==> src/rtl/riscv_ctrl_pkg.sv <==
// riscv_ctrl_pkg
// Shared definitions for the multi-cycle RV32 control unit: the opcode
// constants it dispatches on, the 4-bit state encoding (also visible on
// the debug state port) and the encodings of the datapath select fields.
// Ports: none (package).

package riscv_ctrl_pkg;

  // Major opcodes (instr[6:0]) understood by the sequencer
  localparam logic [6:0] OP_RTYPE  = 7'b0110011;
  localparam logic [6:0] OP_ITYPE  = 7'b0010011;
  localparam logic [6:0] OP_LOAD   = 7'b0000011;
  localparam logic [6:0] OP_STORE  = 7'b0100011;
  localparam logic [6:0] OP_BRANCH = 7'b1100011;
  localparam logic [6:0] OP_JAL    = 7'b1101111;

  typedef enum logic [3:0] {
    ST_FETCH    = 4'd0,
    ST_DECODE   = 4'd1,
    ST_EXEC_R   = 4'd2,
    ST_EXEC_I   = 4'd3,
    ST_MEM_ADDR = 4'd4,
    ST_MEM_RD   = 4'd5,
    ST_MEM_WB   = 4'd6,
    ST_MEM_WR   = 4'd7,
    ST_ALU_WB   = 4'd8,
    ST_BRANCH   = 4'd9,
    ST_JAL      = 4'd10,
    ST_ILLEGAL  = 4'd11
  } state_t;

  // alu_op encodings
  localparam logic [1:0] ALU_ADD    = 2'b00;
  localparam logic [1:0] ALU_BRANCH = 2'b01;
  localparam logic [1:0] ALU_RFUNCT = 2'b10;
  localparam logic [1:0] ALU_IFUNCT = 2'b11;

  // mem_to_reg encodings
  localparam logic [1:0] WB_ALUOUT = 2'b00;
  localparam logic [1:0] WB_MDR    = 2'b01;
  localparam logic [1:0] WB_PC     = 2'b10;

  // alu_src_a encodings
  localparam logic [1:0] SRCA_PC     = 2'b00;
  localparam logic [1:0] SRCA_OLD_PC = 2'b01;
  localparam logic [1:0] SRCA_RS1    = 2'b10;

  // alu_src_b encodings
  localparam logic [1:0] SRCB_RS2  = 2'b00;
  localparam logic [1:0] SRCB_FOUR = 2'b01;
  localparam logic [1:0] SRCB_IMM  = 2'b10;

  // True for the last state of every instruction; leaving one of these
  // for FETCH is what retires an instruction.
  function automatic logic is_final_state(state_t s);
    return (s == ST_MEM_WB) || (s == ST_MEM_WR) || (s == ST_ALU_WB) ||
           (s == ST_BRANCH) || (s == ST_JAL);
  endfunction

endpackage

==> src/rtl/ctrl_output_decode.sv <==
// ctrl_output_decode
// Combinational map from the sequencer state to the datapath control lines.
// Purely Moore except that FETCH qualifies pc_write/ir_write with the
// memory handshake and BRANCH qualifies pc_write with the comparator.
// Ports:
//   state        in  4  current sequencer state
//   mem_ready    in  1  effective memory-ready (already forced high when
//                       the handshake is disabled)
//   branch_cond  in  1  branch comparator result
//   pc_write .. pc_src  out  control lines, see the top-level header

module ctrl_output_decode
  import riscv_ctrl_pkg::*;
(
  input  logic [3:0] state,
  input  logic       mem_ready,
  input  logic       branch_cond,
  output logic       pc_write,
  output logic       ir_write,
  output logic       i_or_d,
  output logic       mem_read,
  output logic       mem_write,
  output logic       reg_write,
  output logic [1:0] mem_to_reg,
  output logic [1:0] alu_src_a,
  output logic [1:0] alu_src_b,
  output logic [1:0] alu_op,
  output logic       pc_src
);

  // Everything defaults to 0 so each state only lists what it asserts;
  // ILLEGAL and the unused encodings therefore drive all enables low.
  always_comb begin
    pc_write   = 1'b0;
    ir_write   = 1'b0;
    i_or_d     = 1'b0;
    mem_read   = 1'b0;
    mem_write  = 1'b0;
    reg_write  = 1'b0;
    mem_to_reg = WB_ALUOUT;
    alu_src_a  = SRCA_PC;
    alu_src_b  = SRCB_RS2;
    alu_op     = ALU_ADD;
    pc_src     = 1'b0;
    case (state_t'(state))
      ST_FETCH: begin
        // PC+4 is computed while the instruction is read; PC and IR are
        // only loaded once the read actually completes.
        mem_read  = 1'b1;
        alu_src_a = SRCA_PC;
        alu_src_b = SRCB_FOUR;
        alu_op    = ALU_ADD;
        pc_write  = mem_ready;
        ir_write  = mem_ready;
      end
      ST_DECODE: begin
        // Speculatively form the branch/JAL target (old PC + imm) in ALUOut
        alu_src_a = SRCA_OLD_PC;
        alu_src_b = SRCB_IMM;
      end
      ST_EXEC_R: begin
        alu_src_a = SRCA_RS1;
        alu_src_b = SRCB_RS2;
        alu_op    = ALU_RFUNCT;
      end
      ST_EXEC_I: begin
        alu_src_a = SRCA_RS1;
        alu_src_b = SRCB_IMM;
        alu_op    = ALU_IFUNCT;
      end
      ST_MEM_ADDR: begin
        alu_src_a = SRCA_RS1;
        alu_src_b = SRCB_IMM;
        alu_op    = ALU_ADD;
      end
      ST_MEM_RD: begin
        mem_read = 1'b1;
        i_or_d   = 1'b1;
      end
      ST_MEM_WB: begin
        reg_write  = 1'b1;
        mem_to_reg = WB_MDR;
      end
      ST_MEM_WR: begin
        mem_write = 1'b1;
        i_or_d    = 1'b1;
      end
      ST_ALU_WB: begin
        reg_write  = 1'b1;
        mem_to_reg = WB_ALUOUT;
      end
      ST_BRANCH: begin
        alu_src_a = SRCA_RS1;
        alu_src_b = SRCB_RS2;
        alu_op    = ALU_BRANCH;
        pc_src    = 1'b1;
        pc_write  = branch_cond;
      end
      ST_JAL: begin
        // Link value is the already-incremented PC; target sits in ALUOut
        reg_write  = 1'b1;
        mem_to_reg = WB_PC;
        pc_write   = 1'b1;
        pc_src     = 1'b1;
      end
      default: ;
    endcase
  end

endmodule

==> src/rtl/multicycle_control_unit.sv <==
// multicycle_control_unit
// Multi-cycle RV32 control FSM. Sequences each instruction through fetch,
// decode, execute, memory and writeback, waits on the memory handshake,
// flags illegal opcodes (sticky until reset) and counts retired
// instructions.
// Parameters:
//   MEM_HS  1 = stall on mem_ready, 0 = single-cycle memory (mem_ready ignored)
//   CNT_W   width of the retired-instruction counter
// Ports:
//   clk, rst_n        clock, asynchronous active-low reset
//   opcode            instr[6:0] from the IR
//   branch_cond       comparator result for the current branch
//   mem_ready         memory access completes this cycle
//   pc_write, ir_write, i_or_d, mem_read, mem_write, reg_write,
//   mem_to_reg, alu_src_a, alu_src_b, alu_op, pc_src   datapath controls
//   illegal           sticky illegal-opcode flag
//   retired           completed-instruction count (wraps)
//   state             current state, for debug

module multicycle_control_unit
  import riscv_ctrl_pkg::*;
#(
  parameter bit MEM_HS = 1'b1,
  parameter int CNT_W  = 32
) (
  input  logic             clk,
  input  logic             rst_n,
  input  logic [6:0]       opcode,
  input  logic             branch_cond,
  input  logic             mem_ready,
  output logic             pc_write,
  output logic             ir_write,
  output logic             i_or_d,
  output logic             mem_read,
  output logic             mem_write,
  output logic             reg_write,
  output logic [1:0]       mem_to_reg,
  output logic [1:0]       alu_src_a,
  output logic [1:0]       alu_src_b,
  output logic [1:0]       alu_op,
  output logic             pc_src,
  output logic             illegal,
  output logic [CNT_W-1:0] retired,
  output logic [3:0]       state
);

  state_t           state_q;
  state_t           state_next;
  logic             illegal_q;
  logic [CNT_W-1:0] retired_q;
  logic             ready_eff;
  logic             dec_pc_write;
  logic             dec_ir_write;

  assign ready_eff = MEM_HS ? mem_ready : 1'b1;

  // Next-state logic; memory states hold until the access completes
  always_comb begin
    state_next = state_q;
    case (state_q)
      ST_FETCH:    if (ready_eff) state_next = ST_DECODE;
      ST_DECODE: begin
        case (opcode)
          OP_RTYPE:           state_next = ST_EXEC_R;
          OP_ITYPE:           state_next = ST_EXEC_I;
          OP_LOAD, OP_STORE:  state_next = ST_MEM_ADDR;
          OP_BRANCH:          state_next = ST_BRANCH;
          OP_JAL:             state_next = ST_JAL;
          default:            state_next = ST_ILLEGAL;
        endcase
      end
      ST_EXEC_R:   state_next = ST_ALU_WB;
      ST_EXEC_I:   state_next = ST_ALU_WB;
      ST_MEM_ADDR: state_next = (opcode == OP_STORE) ? ST_MEM_WR : ST_MEM_RD;
      ST_MEM_RD:   if (ready_eff) state_next = ST_MEM_WB;
      ST_MEM_WB:   state_next = ST_FETCH;
      ST_MEM_WR:   if (ready_eff) state_next = ST_FETCH;
      ST_ALU_WB:   state_next = ST_FETCH;
      ST_BRANCH:   state_next = ST_FETCH;
      ST_JAL:      state_next = ST_FETCH;
      ST_ILLEGAL:  state_next = ST_ILLEGAL;
      default:     state_next = ST_FETCH;
    endcase
  end

  // State register, sticky illegal flag and retire counter. The counter
  // only advances on the final transition, so an instruction abandoned by
  // reset is never counted.
  always_ff @(posedge clk or negedge rst_n) begin
    if (!rst_n) begin
      state_q   <= ST_FETCH;
      illegal_q <= 1'b0;
      retired_q <= '0;
    end else begin
      state_q <= state_next;
      if (state_next == ST_ILLEGAL) illegal_q <= 1'b1;
      if (state_next == ST_FETCH && is_final_state(state_q))
        retired_q <= retired_q + CNT_W'(1);
    end
  end

  ctrl_output_decode u_decode (
    .state       (state_q),
    .mem_ready   (ready_eff),
    .branch_cond (branch_cond),
    .pc_write    (dec_pc_write),
    .ir_write    (dec_ir_write),
    .i_or_d      (i_or_d),
    .mem_read    (mem_read),
    .mem_write   (mem_write),
    .reg_write   (reg_write),
    .mem_to_reg  (mem_to_reg),
    .alu_src_a   (alu_src_a),
    .alu_src_b   (alu_src_b),
    .alu_op      (alu_op),
    .pc_src      (pc_src)
  );

  // FETCH would otherwise load PC/IR on a ready memory while reset is held
  assign pc_write = dec_pc_write & rst_n;
  assign ir_write = dec_ir_write & rst_n;

  assign illegal = illegal_q;
  assign retired = retired_q;
  assign state   = state_q;

endmodule

==> config.mk <==
export PLATFORM = sky130hd
export DESIGN_NAME = multicycle_control_unit
export DESIGN_NICKNAME = d
export VERILOG_FILES = /design/src/rtl/riscv_ctrl_pkg.sv /design/src/rtl/ctrl_output_decode.sv /design/src/rtl/multicycle_control_unit.sv
export SDC_FILE = /design/constraint.sdc
export NUM_CORES = 1
export LEC_CHECK = 0
export CORE_MARGIN = 2
export CORE_UTILIZATION = 46
export DETAILED_ROUTE_END_ITERATION = 6
export PLACE_DENSITY = 0.79
export SYNTH_ARGS = -nofsm -noshare
export SYNTH_HDL_FRONTEND = slang
export SYNTH_SLANG_ARGS = --single-unit
export TNS_END_PERCENT = 50
==> constraint.sdc <==
create_clock -name clk -period 2 [get_ports clk]
set_clock_uncertainty 0.05 [all_clocks]
set_input_delay 0.4 -clock clk [delete_from_list [all_inputs] [get_ports clk]]
set_output_delay 0.4 -clock clk [all_outputs]
set_load 0.02 [all_outputs]
### Yosys cells after proc, flatten, opt, wreduce, memory -nomap -nowiden

Index checks and enable logic that the tools add are counted.

* register bits: 37
* input port bits: 11
* output and inout port bits: 52

* add/sub/neg operators: 1
* multiplexer cells: 17
* eq/ne operators: 18
* bitwise operators: 2
* reduce and logical (&&, ||, !) cells: 15

Operator list (number)
* $add A32 B1 Y32 const B: 1
* $pmux W4 S7: 1
* $eq A4 B4 Y1 const B: 5
* $pmux W4 S5: 1
* $eq A4 B3 Y1 const B: 4
* $eq A7 B6 Y1 const B: 2
* $eq A7 B7 Y1 const B: 2
* $mux W4: 3
* $pmux W2 S2: 3
* $reduce_or A2 Y1: 5
* $eq A4 B2 Y1 const B: 2
* $logic_not A4 Y1: 2
* $eq A7 B2 Y1 const B: 1
* $eq A7 B5 Y1 const B: 1
* $mux W1: 6
* $pmux W2 S3: 1
* $reduce_or A3 Y1: 2
* $eq A4 B1 Y1 const B: 1
* $logic_or A1 B1 Y1: 4
* $reduce_or A4 Y1: 1
* $pmux W1 S3: 1
* $and A1 B1 Y1: 2
* $mux W2: 1
* $logic_and A1 B1 Y1: 1

### Longest topological paths before layout

Gate-level depths: netlist of run 1.

* word-level depth: 6
* depth in mapped cells: 7

### Hierarchy

From an unflattened synthesis of run 1, not the netlist that was laid out.

* cell total of the unflattened synthesis: 216
* area, all modules: 2153.3 µm²

Modules (own cells, without submodules)
* multicycle_control_unit: times used 1, area each 1905.6 µm², seq. area each 925.9 µm², cells each 183
* ctrl_output_decode: times used 1, area each 247.7 µm², seq. area each 0.0 µm², cells each 33

### Worst setup path before layout of run 1

No wires, ideal clock.

* path type: reg2out
* start point: reg state_q[3], in the netlist state[3]
* end point: out ir_write
* cell stages (with the launch flop): 5
* arrival time: 1.993 ns
* path buffers: 2
* required time: 1.550 ns
* slack: -0.443 ns
* cell sequence: dfrtp_1 buf_2 buf_1 nor4_1 and3_1

* longest elaborated chain between the ends: 3

Ends and longest elaborated chain
* start, declared: line multicycle_control_unit.sv:47 `state_t state_q;`
* start signal, assigned: line multicycle_control_unit.sv:95 `state_q <= state_next;`
* $logic_not A4 Y1: line ctrl_output_decode.sv:45 `case (state_t'(state))`
* $mux W1: line ctrl_output_decode.sv:45
* $and A1 B1 Y1: line multicycle_control_unit.sv:121 `assign ir_write = dec_ir_write & rst_n;`
* end, declared: line multicycle_control_unit.sv:32 `output logic ir_write,`

Every way passes these cells.

### Worst setup path after layout of run 1

* start point: reg state_q[2], in the netlist state[2]
* end point: reg retired_q[25], in the netlist retired[25]

* longest elaborated chain between the ends: 6

Ends and longest elaborated chain
* branches (longest 5 deep; another with $pmux W4 S7)
* $logic_and A1 B1 Y1 *: line multicycle_control_unit.sv:97 `if (state_next == ST_FETCH && is_final_state(state_q))`
* end signal, assigned: line multicycle_control_unit.sv:98 `retired_q <= retired_q + CNT_W'(1);`
* end, declared: line multicycle_control_unit.sv:50 `logic [CNT_W-1:0] retired_q;`

Mark *: on every way between the ends.
A chain may end at the register's enable or synchronous reset.

==> run metrics, run 1 <==
worst-case vdd ir drop=1.08 mV; top cells by count, synth=sky130_fd_sc_hd__dfrtp_1 (37), sky130_fd_sc_hd__xnor2_1 (22), sky130_fd_sc_hd__nand2_1 (16), sky130_fd_sc_hd__nand4_1 (12), sky130_fd_sc_hd__nor2_1 (12); part of the total power dissipated in the clock network=17.4%; residual overflow from global routing=0; failing checks=setup timing; post-synthesis sequential area ratio=46.6%; yosys synthesis warning count=0; distinct cell type count of the synthesized netlist=37; most area-consuming cells after synthesis=sky130_fd_sc_hd__dfrtp_1 (47%), sky130_fd_sc_hd__xnor2_1 (9.7%), sky130_fd_sc_hd__xor2_1 (4.8%), sky130_fd_sc_hd__nand4_1 (3.8%), sky130_fd_sc_hd__nand2_1 (3.0%); Post-Synthesis Cell Area=1990 um2; layout net count=332; design internal power=2.42 mW; kind of start point of the critical path=flip-flop; CTS Buf Count=5; start point of the critical path=state[2]; combinational family with the most area after synthesis=simple AND/OR/NAND/NOR gates; share of flip-flops with an asynchronous set or reset=100%; cts-stage hold buffer count=0; total iterations of the first detailed-routing run=4; multiplexer fraction of the synthesized cell area=0.567%; per-instance average area after synthesis=10.0 um2; clock slew seen by the registers of the worst setup and hold paths=0.09 ns; worst path required time=2.17 ns; number of placed instances with taps included=346; number of max-capacitance violations reported=0; Min Clock Period, post-route=2.13 ns; post-detailed-route via-to-cell ratio=5.57; worst reg2reg endpoint=retired[25]; critical path endpoint category=flip-flop; FF-to-FF Start=state[2]; Post-Syn Nets=210; Worst R2R Path Depth=9; setup slack of the worst register-to-register path=-0.13 ns; sink count of the clock tree=37; fraction of final layout cells with drive strength greater than 1=36.4%; final setup violating endpoints=28; final-report max-slew violation count=0; dpl hpwl=3820 um; Die Width=69.7 um; area of all sequential standard cells=931 um2; worst setup path class=flip-flop to flip-flop; Area Overhead vs Synth=70.8%; filler cell count=211; total of flip-flops plus latches after synthesis=37; routability-driven placement congestion ratio=0.872; initial core utilization=48.6%; net switching fraction of the power=39.4%; gr usage total=24.6%; pre-CTS worst setup slack=-0.378 ns; cell count after synthesis=198; number of antenna cells inserted=0; final worst path period share=106%; DRC violation count after routing=0; antenna violations before repair=0; status=finished, violations left; largest fanout of any net on the critical path=8; first-pass GRT wire length=9480 um; sw power=1.58 mW; Top Ports=63; routed via count=2,066; placeable core area=4090 um2; CTS Root Cell=sky130_fd_sc_hd__clkbuf_8; post-route ant nets=0; class of the tightest hold or removal check=input port to asynchronous set/reset pin; final-report hold violation count=0; placement row count=23; sum of internal, switching and leakage power=4.00 mW; Total Die Area=4860 um2; minimum setup slack in the final design=-0.127 ns; violation count after the first detailed-route iteration=175; cell type with the largest total area after synthesis=sky130_fd_sc_hd__dfrtp_1; maximum number of pins on one net before global-route repair=38; leakage power figure=1.60 nW; post-detailed-route wirelength per cell=18.2 um; data arrival time at the worst-slack endpoint=2.29 ns; most common cell in the synthesized netlist=sky130_fd_sc_hd__dfrtp_1; PortBufs=62; Post-synth top flop=sky130_fd_sc_hd__dfrtp_1; count of non-filler cells in the finished layout=371; proportion of netlist area held by the largest area contributor=46.6%; combinational share of power=57.1%; number of enable flip-flop cells after synthesis=0; top achievable clock speed=470 MHz; unrepaired setup endpoints after global routing=yes; area share of fa/ha/maj cells after synthesis=0.630%; height of the die=69.7 um; Sequential Power Share=25.6%; headroom to the max-slew limit=67.5%; Skew-Pair Late Insertion Delay=0.31 ns; via count of the first global-routing pass=2,027; area used by multi-input combinational logic=1170 um2; Clock Tree Buf Depth=2; final routed wirelength across all metal layers=6760 um; complex-gate fraction of the synthesized area=7.12%; xor/xnor share of the synthesized area=14.5%; TritonCTS clock tree=built; simple-gate area share of the yosys netlist=28.0%; H-tree levels=2; slew of the pin with the lowest slew margin=0.481 ns; power density normalized to cell area=1180 nW/um2
## repair_timing
action / in CTS / in global routing
resized for setup: 57 / 49
setup endpoints to repair: 35 / 44
buffers inserted: 10 / 7
hold endpoints to repair: 0 / 0
pin swaps: 3 / 16
## worst max-delay path, stage by stage, from the launching register on
cell and delay [ns]:
sky130_fd_sc_hd__dfrtp_2 0.43, sky130_fd_sc_hd__buf_6 0.13, sky130_fd_sc_hd__buf_4 0.11, sky130_fd_sc_hd__nand2_4 0.05
sky130_fd_sc_hd__buf_6 0.11, sky130_fd_sc_hd__o32ai_4 0.38, sky130_fd_sc_hd__and4_1 0.28, sky130_fd_sc_hd__buf_6 0.14
sky130_fd_sc_hd__and4_1 0.20, sky130_fd_sc_hd__xor2_1 0.15
## routing by layer
metal	part of all wire [%]	track usage, %	wire length (um)	vias up
met5	0	0	0	-
met3	4.5	4.94	304	15
met4	2.1	9.40	144	0
met2	50	41.6	3370	70
li1	-	-	-	946
met1	43	31.0	2940	1035
## flip-flops by register name (all words and copies together), names as in the netlist
| signal | cells |
|---|---|
| state | 4 |
| retired | 32 |
| illegal | 1 |
## power by group through the flow
stage	Sequential [mW]	Combinational [mW]	Clock [mW]
after floorplan	1.11	0.767	0
after global placement	1.01	1.80	0
after detailed placement	1.01	1.83	0
after CTS	0.994	1.91	0.675
after global routing	1.04	2.40	0.730
final	1.02	2.28	0.694
## cells by family (layout without fill, tap and decap cells)
| family | after synthesis | after routing |
|---|---|---|
| AOI/OAI and AO/OA | 20 | 20 |
| muxes | 1 | 1 |
| buffers and inverters | 12 | 135 |
| xor gates and xnor gates | 33 | 33 |
| and+or+nand+nor | 94 | 94 |
| DFF | 37 | 37 |
| adders and majority gates | 1 | 1 |
## final cells by class
class,count,share of cell area [%]
clock buffer,7,2.54
clock inverter,1,0.885
inverter,3,0.332
multi-input combinational,149,34.6
sequential,37,27.4
tap,50,1.84
timing repair buffer,124,32.4
## placed cells by master, fill, tap and decap left out, types with 2 or more instances in the layout
cell / synthesis / layout
sky130_fd_sc_hd__nor3_1: 7 / 3
sky130_fd_sc_hd__o21ai_0: 5 / 5
sky130_fd_sc_hd__and2_1: 3 / 2
sky130_fd_sc_hd__inv_1: 3 / 3
sky130_fd_sc_hd__and3_4: 0 / 2
sky130_fd_sc_hd__dlygate4sd2_1: 0 / 4
sky130_fd_sc_hd__clkbuf_2: 0 / 3
sky130_fd_sc_hd__or3_1: 3 / 3
sky130_fd_sc_hd__nand4_1: 12 / 12
sky130_fd_sc_hd__nor3_2: 0 / 4
sky130_fd_sc_hd__xnor2_1: 22 / 22
sky130_fd_sc_hd__and3_1: 5 / 3
sky130_fd_sc_hd__a22oi_1: 2 / 2
sky130_fd_sc_hd__nor4_4: 1 / 4
sky130_fd_sc_hd__and4_1: 3 / 3
sky130_fd_sc_hd__nand2b_1: 4 / 4
sky130_fd_sc_hd__nand3_1: 11 / 11
sky130_fd_sc_hd__nor2b_4: 0 / 2
sky130_fd_sc_hd__buf_2: 4 / 3
sky130_fd_sc_hd__nand2_1: 16 / 14
sky130_fd_sc_hd__nor2b_1: 6 / 3
sky130_fd_sc_hd__dfrtp_2: 0 / 4
sky130_fd_sc_hd__dfrtp_1: 37 / 33
sky130_fd_sc_hd__dlymetal6s2s_1: 0 / 3
sky130_fd_sc_hd__buf_6: 0 / 11
sky130_fd_sc_hd__clkdlybuf4s50_1: 0 / 42
sky130_fd_sc_hd__nor4_1: 4 / 2
sky130_fd_sc_hd__xor2_1: 11 / 11
sky130_fd_sc_hd__clkbuf_8: 0 / 6
sky130_fd_sc_hd__buf_4: 0 / 56
sky130_fd_sc_hd__a21oi_2: 0 / 3
sky130_fd_sc_hd__nand4_4: 1 / 3
sky130_fd_sc_hd__nor2_1: 12 / 8
sky130_fd_sc_hd__a21oi_1: 7 / 4
sky130_fd_sc_hd__nor2_4: 0 / 3
## metrics by stage
stage	area [um2]	utilization (%)	TNS (ns)	hold slack (ns)
after floorplan	2000	-	-0.357	0.0544
after global placement	2980	72.8	-7.32	0.410
final	3390	83.1	-1.62	0.124
after global routing	3390	83.1	-4.24	0.169
after CTS	3190	78.0	-0.344	0.152
after detailed placement	2980	72.8	-8.59	0.409
## worst max-delay path by stage
stage / slack, ns / endpoint / cells past startpoint
floorplan: -0.20 / ir_write / 4
global placement: -0.37 / pc_write / 6
detailed placement: -0.38 / retired[9] / 8
global route: -0.26 / retired[9] / 8
CTS: -0.08 / mem_read / 5
finish: -0.13 / retired[25] / 9
(Power assumes the default switching activity.)
==> run 2, diff against run 1 <==
--- a/config.mk
+++ b/config.mk
@@ -6,10 +6,12 @@
 export NUM_CORES = 1
 export LEC_CHECK = 0
 export CORE_MARGIN = 2
-export CORE_UTILIZATION = 46
+export CORE_UTILIZATION = 47
+export CTS_CLUSTER_SIZE = 30
 export DETAILED_ROUTE_END_ITERATION = 6
 export PLACE_DENSITY = 0.79
 export SYNTH_ARGS = -nofsm -noshare
 export SYNTH_HDL_FRONTEND = slang
+export SYNTH_HIERARCHICAL = 1
 export SYNTH_SLANG_ARGS = --single-unit
 export TNS_END_PERCENT = 50
==> run 2 against run 1 <==
  * The run still ends with setup timing left
  * Cell area down 7.4%
  * Global-route usage down 4.0 points
  * Clock-buffer cell count down 2
  * Clock power down 24%
  * Sequential share of layout area up 2.1 points
  * First-iteration DRC count down 70%
  * Non-clock buffer count down 39
  * Largest cell class unchanged
  * Highest routed layer unchanged
==> run metrics, run 2 <==
post-detailed-route via-to-cell ratio=5.59 (+0.38%); layout net count=310 (-6.6%); CTS Buf Count=5 (unchanged); failing checks=setup timing; post-detailed-route wirelength per cell=15.2 um (-16%); final worst path period share=104% (-2.0 points); leakage power figure=1.47 nW (-8.2%); setup slack of the worst register-to-register path=0.03 ns (+0.16 ns); share of flip-flops with an asynchronous set or reset=100% (unchanged); number of max-capacitance violations reported=0 (unchanged); max FFs per register=32 (unchanged); post-synthesis sequential area ratio=43.0% (-3.6 points); number of enable flip-flop cells after synthesis=0 (unchanged); final-report max-slew violation count=0 (unchanged); power density normalized to cell area=976 nW/um2 (-17%); met2 track utilization from global routing=31.8% (-9.8 points); Clock Tree Buf Depth=2 (unchanged); distinct cell type count of the synthesized netlist=50 (+35%); maximum number of pins on one net before global-route repair=38 (unchanged); antenna violations before repair=0 (unchanged); yosys synthesis warning count=6 (+6); CTS Root Cell=sky130_fd_sc_hd__clkbuf_8; data arrival time at the worst-slack endpoint=1.64 ns (-0.65 ns); worst path required time=1.55 ns (-0.62 ns); Post-Syn Nets=228 (+8.6%); routability-driven placement congestion ratio=0.750 (-14%); Min Clock Period, post-route=2.09 ns (-0.0396 ns); H-tree levels=2 (unchanged); TritonCTS clock tree=built; unrepaired setup endpoints after global routing=yes; post-route cell area=3140 um2 (-7.4%); top cells by count, synth=sky130_fd_sc_hd__dfrtp_1 (37), sky130_fd_sc_hd__xor2_1 (17), sky130_fd_sc_hd__xnor2_1 (16), sky130_fd_sc_hd__nand2_1 (15), sky130_fd_sc_hd__nor3_1 (13); first-pass GRT wire length=8400 um (-11%); worst-case vdd ir drop=0.804 mV (-26%); total placed instance area=2910 um2 (-2.3%); worst setup path class=flip-flop to output pin; FF-to-FF Start=state[1]; class of the tightest hold or removal check=input port to asynchronous set/reset pin; gr usage total=20.6% (-4.0 points); cell type with the largest total area after synthesis=sky130_fd_sc_hd__dfrtp_1; total iterations of the first detailed-routing run=4 (unchanged); pre-CTS worst setup slack=-0.688 ns (-0.310 ns); global routing met3 resource utilization=5.20% (+0.26 points); final-report hold violation count=0 (unchanged); via count of the first global-routing pass=1,840 (-9.2%); residual overflow from global routing=0 (unchanged); cell count after synthesis=216 (+9.1%); critical path endpoint category=output pin; Post-synth top flop=sky130_fd_sc_hd__dfrtp_1; Area Overhead vs Synth=46.0%; final setup violating endpoints=2 (-93%); Skew-Pair Late Insertion Delay=0.30 ns (about the same); Post-Synthesis Cell Area=2150 um2 (+8.4%); slew of the pin with the lowest slew margin=0.464 ns (-0.0176 ns); top achievable clock speed=479 MHz (+1.9%); PortBufs=62 (unchanged); routed via count=1,962 (-5.0%); Worst R2R Path Depth=8 (-1); worst reg2reg endpoint=retired[14]; dpl hpwl=3530 um (-7.5%); largest fanout of any net on the critical path=2 (-6); Die Width=71.7 um (+2.8%); total of flip-flops plus latches after synthesis=37 (unchanged); most area-consuming cells after synthesis=sky130_fd_sc_hd__dfrtp_1 (43%), sky130_fd_sc_hd__xor2_1 (6.9%), sky130_fd_sc_hd__xnor2_1 (6.5%), sky130_fd_sc_hd__nor3_1 (3.0%), sky130_fd_sc_hd__nand2_1 (2.6%); initial core utilization=49.1% (+0.49 points); kind of start point of the critical path=flip-flop; number of antenna cells inserted=0 (unchanged); violation count after the first detailed-route iteration=53 (-70%); most common cell in the synthesized netlist=sky130_fd_sc_hd__dfrtp_1; Top Ports=63 (unchanged); per-instance average area after synthesis=9.97 um2 (-0.66%); final routed wirelength across all metal layers=5340 um (-21%); minimum setup slack in the final design=-0.0876 ns (+0.0396 ns); Final TNS setup=-0.105 ns (+1.51 ns); headroom to the max-slew limit=69.1% (+1.6 points); status=finished, violations left; proportion of netlist area held by the largest area contributor=43.0% (-3.6 points); GRT Max-Usage Layer=met2; met1 Usage GRT=27.7% (-3.4 points); commonest cells after routing, fill and taps aside=sky130_fd_sc_hd__clkdlybuf4s50_1 (44), sky130_fd_sc_hd__dfrtp_1 (35), sky130_fd_sc_hd__buf_4 (19); placement row count=24 (+4.3%); most frequent standard cell in the layout excluding fill and tap cells=sky130_fd_sc_hd__clkdlybuf4s50_1; clock slew seen by the registers of the worst setup and hold paths=0.08 ns (about the same); placeable core area=4380 um2 (+7.3%); height of the die=71.7 um (+2.8%); fraction of final layout cells with drive strength greater than 1=26.1% (-10 points); sink count of the clock tree=37 (unchanged); DRC violation count after routing=0 (unchanged); post-route ant nets=0 (unchanged); Total Die Area=5140 um2 (+5.7%)
run 2: cell count changes after synthesis, moves of 4 or more:
| cell | delta |
|---|---|
| sky130_fd_sc_hd__nor3_1 | +6 |
| sky130_fd_sc_hd__nor3_2 | +4 |
| sky130_fd_sc_hd__nand3_1 | -6 |
| sky130_fd_sc_hd__clkbuf_1 | -4 |
| sky130_fd_sc_hd__nand2b_1 | +4 |
| sky130_fd_sc_hd__nand4_1 | -4 |
| sky130_fd_sc_hd__xor2_1 | +6 |
| sky130_fd_sc_hd__nor2b_1 | -6 |
| sky130_fd_sc_hd__xnor2_1 | -6 |
| sky130_fd_sc_hd__inv_1 | +8 |
run 2: per-layer routing:
layer  wire [um]  up-vias
met5           0        -
met1        2390      957
met2        2560       62
li1            -      931
met3         291       12
met4         103        0
run 2: stage by stage:
| step | total power, mW | cells | hold slack (ns) | util [%] |
|---|---|---|---|---|
| after floorplan | 1.88 | 216 | 0.0544 | - |
| after global placement | 2.45 | 339 | 0.404 | 66.3 |
| after detailed placement | 2.48 | 339 | 0.407 | 66.3 |
| after CTS | 2.96 | 347 | 0.149 | 68.4 |
| after global routing | 3.25 | 351 | 0.183 | 71.7 |
| final | 3.07 | 351 | 0.137 | 71.7 |
run 2: how the worst max path moves through the flow:
| stage | startpoint | end | slack, ns | depth (start not counted) |
|---|---|---|---|---|
| 6_report | state[1] | pc_write | -0.09 | 4 |
| 5_1_grt | state[1] | pc_write | -0.13 | 4 |
| 4_1_cts | mem_ready | pc_write | -0.22 | 5 |
| 3_5_place_dp | mem_ready | pc_write | -0.69 | 5 |
| 3_3_place_gp | mem_ready | pc_write | -0.68 | 5 |
| 2_1_floorplan | state[3] | alu_src_a[0] | -0.02 | 2 |
run 2: what timing repair did:
action | in CTS | in global routing
resized for setup | 49 | 42
cloned | 0 | 1
setup buffers | 0 | 3
pin swaps | 0 | 11
hold buffers | 0 | 0
endpoints found under the setup margin | 28 | 32
run 2: area by class of cell:
type / count / area, um2
repair buffers: 85 / 767
clock buffers: 5 / 68.8
multi-input cells: 158 / 1250
fillers: 330 / 1240
clock inverters: 3 / 17.5
flip-flops and latches: 37 / 928
inverters: 11 / 41.3
well taps: 52 / 65.1
run 2: critical path: stages, from the launching register on:
cell and delay (ns):
sky130_fd_sc_hd__dfrtp_1 0.39, sky130_fd_sc_hd__or4b_4 0.54, sky130_fd_sc_hd__a31oi_4 0.14, sky130_fd_sc_hd__and2_4 0.16, sky130_fd_sc_hd__buf_6 0.11
run 2: cells by family after synthesis:
family                     count (synthesis)  share of synthesized area [%]
and+or+nand+nor                           98                           29.1
AOI/OAI and AO/OA                         25                           8.02
adders and majority gates                  1                          0.581
DFF                                       37                           43.0
muxes                                      1                          0.523
xor gates and xnor gates                  33                           13.4
buffers and inverters                     21                           5.40
run 2: where the power goes:
group	internal, mW	switching (mW)
Clock	0.240	0.283
Combinational	0.738	0.856
Sequential	0.845	0.104
==> run 3, diff against run 2 <==
==> constraint.sdc (replaced) <==
create_clock -name clk -period 2 [get_ports clk]
set_clock_uncertainty 0.05 [all_clocks]
set_input_delay 0.4 -clock clk [delete_from_list [all_inputs] [get_ports clk]]
set_output_delay 0.4 -clock clk [all_outputs]
set_load 0.005 [all_outputs]
==> run 3 against run 2 <==
  * The run still ends with setup timing left
  * Fmax grew 1.2%
  * Global-route usage grew 1.1 points
  * Register-to-register slack is essentially flat
  * Non-clock buffer count grew 6
  * Worst hold slack better by 0.27 ns
  * Total power decreased by 2.7%
  * Sequential power hardly changed
  * Clock-buffer cell count stayed put
  * Die area is the same
  * Via count up 0.36%
  * Clock power increased by 23%
  * Critical path type unchanged
  * Critical endpoint unchanged
  * Largest cell class unchanged
==> run metrics, run 3 (synthesized netlist as in run 2, its figures left out) <==
placement row count=24 (unchanged); FF-to-FF Start=state[1]; total iterations of the first detailed-routing run=4 (unchanged); post-route cell area=3150 um2 (+0.28%); headroom to the max-slew limit=71.1% (+2.0 points); dpl hpwl=3610 um (+2.4%); CTS Root Cell=sky130_fd_sc_hd__clkbuf_8; filler cell count=345 (+4.5%); power density normalized to cell area=947 nW/um2 (-3.0%); antenna violations before repair=0 (unchanged); first-pass GRT wire length=8840 um (+5.3%); count of non-filler cells in the finished layout=357 (+1.7%); sink count of the clock tree=37 (unchanged); routability-driven placement congestion ratio=0.822 (+9.6%); Top Ports=63 (unchanged); CTS Buf Count=5 (unchanged); class of the tightest hold or removal check=input port to asynchronous set/reset pin; DRC violation count after routing=0 (unchanged); residual overflow from global routing=0 (unchanged); placeable core area=4380 um2 (unchanged); combinational share of power=46.7% (-5.3 points); maximum number of pins on one net before global-route repair=36 (-5.3%); Skew-Pair Late Insertion Delay=0.29 ns (about the same); Sequential Power Share=31.8% (+0.9 points); leakage power figure=1.47 nW (-0.32%); initial core utilization=49.1% (unchanged); critical path endpoint category=output pin; Area Overhead vs Synth=46.4%; gr usage total=21.7% (+1.1 points); fraction of final layout cells with drive strength greater than 1=21.0% (-5.1 points); post-route ant nets=0 (unchanged); post-detailed-route wirelength per cell=14.7 um (-3.2%); routed via count=1,969 (+0.36%); minimum setup slack in the final design=-0.0620 ns (+0.0257 ns); Total Die Area=5140 um2 (unchanged); failing checks=setup timing; height of the die=71.7 um (unchanged); Min Clock Period, post-route=2.06 ns (-0.0257 ns); violation count after the first detailed-route iteration=110 (+110%); number of placed instances with taps included=340 (+0.29%); final-report max-slew violation count=0 (unchanged); post-detailed-route via-to-cell ratio=5.52 (-1.3%); design internal power=2.00 mW (+9.5%); part of the total power dissipated in the clock network=21.6% (+4.5 points); worst slack on hold paths=0.407 ns (+0.270 ns); largest fanout of any net on the critical path=2 (unchanged); top achievable clock speed=485 MHz (+1.2%); sum of internal, switching and leakage power=2.98 mW (-2.7%); net switching fraction of the power=33.1% (-7.5 points); PortBufs=62 (unchanged); kind of start point of the critical path=flip-flop; worst setup path class=flip-flop to output pin; start point of the critical path=state[3]; TritonCTS clock tree=built; worst-case vdd ir drop=0.835 mV (+3.8%); unrepaired setup endpoints after global routing=yes; number of max-capacitance violations reported=0 (unchanged); total placed instance area=2910 um2 (about the same); final routed wirelength across all metal layers=5260 um (-1.6%); area of all sequential standard cells=927 um2 (-0.13%); H-tree levels=2 (unchanged); commonest cells after routing, fill and taps aside=sky130_fd_sc_hd__clkdlybuf4s50_1 (45), sky130_fd_sc_hd__dfrtp_1 (36), sky130_fd_sc_hd__buf_4 (20); data arrival time at the worst-slack endpoint=1.61 ns (-0.03 ns); final worst path period share=103% (-1.3 points); sw power=987 uW (-21%); clock slew seen by the registers of the worst setup and hold paths=0.06 ns (-0.02 ns); via count of the first global-routing pass=1,908 (+3.7%); worst path required time=1.55 ns (about the same); most frequent standard cell in the layout excluding fill and tap cells=sky130_fd_sc_hd__clkdlybuf4s50_1; final-report hold violation count=0 (unchanged); layout net count=316 (+1.9%); Clock Tree Buf Depth=2 (unchanged); area used by multi-input combinational logic=1170 um2 (-6.8%); number of antenna cells inserted=0 (unchanged); max FFs per register=32 (unchanged); Die Width=71.7 um (unchanged); pre-CTS worst setup slack=-0.579 ns (+0.109 ns); status=finished, violations left; slew of the pin with the lowest slew margin=0.434 ns (-0.0304 ns); final setup violating endpoints=1 (-1)
run 3: metal layers:
metal  part of all wire [%]  global-route usage, %  up-vias
li1                       -                      -      943
met1                     43                   28.4      952
met2                     51                   36.0       70
met3                    6.0                   4.50        4
met4                   0.65                   7.13        0
met5                      0                      0        -
run 3: final timing paths:
| kind | slack, ns | endpoint | depth (start not counted) |
|---|---|---|---|
| setup reg to reg | 0.02 | illegal | 6 |
| max in group asynchronous | 0.87 | retired[8] | 3 |
| hold / removal | 0.41 | state[0] | 2 |
| setup / recovery | -0.06 | pc_write | 4 |
| hold reg to reg | 0.42 | retired[31] | 1 |
| min in group clk | 0.42 | retired[31] | 1 |
run 3: layout make-up:
type	instances	area share, %
well taps	52	2.06
inverters	11	1.31
clock buffers	5	2.18
clock inverters	3	1.39
flip-flops and latches	37	29.4
multi-input cells	158	37.1
repair buffers	91	26.5
run 3: power by group through the flow:
stage | sequential (mW) | clock (mW) | combinational [mW]
floorplan | 0.986 | 0 | 0.653
global placement | 0.951 | 0 | 1.27
detailed placement | 0.953 | 0 | 1.29
CTS | 0.947 | 0.653 | 1.37
global route | 0.964 | 0.687 | 1.53
finish | 0.947 | 0.644 | 1.39
run 3: critical path, cell delays in order (launching register included):
cell                      delay [ns]
sky130_fd_sc_hd__dfrtp_1        0.39
sky130_fd_sc_hd__or4b_1         0.52
sky130_fd_sc_hd__a31oi_1        0.17
sky130_fd_sc_hd__and2_1         0.15
sky130_fd_sc_hd__buf_2          0.11
run 3: through the flow:
| step | setup TNS (ns) | utilization (%) |
|---|---|---|
| detailed placement | -1.49 | 66.4 |
| CTS | -0.114 | 70.9 |
| global route | -0.332 | 71.9 |
| finish | -0.0620 | 71.9 |
| floorplan | 0 | - |
| global placement | -1.44 | 66.4 |
run 3: timing repair:
item,4_1_cts,5_1_grt
hold buffers,1,0
setup endpoints to repair,15,23
hold endpoints to repair,2,0
setup buffers,9,0
resized for setup,33,11
pin swaps,6,7
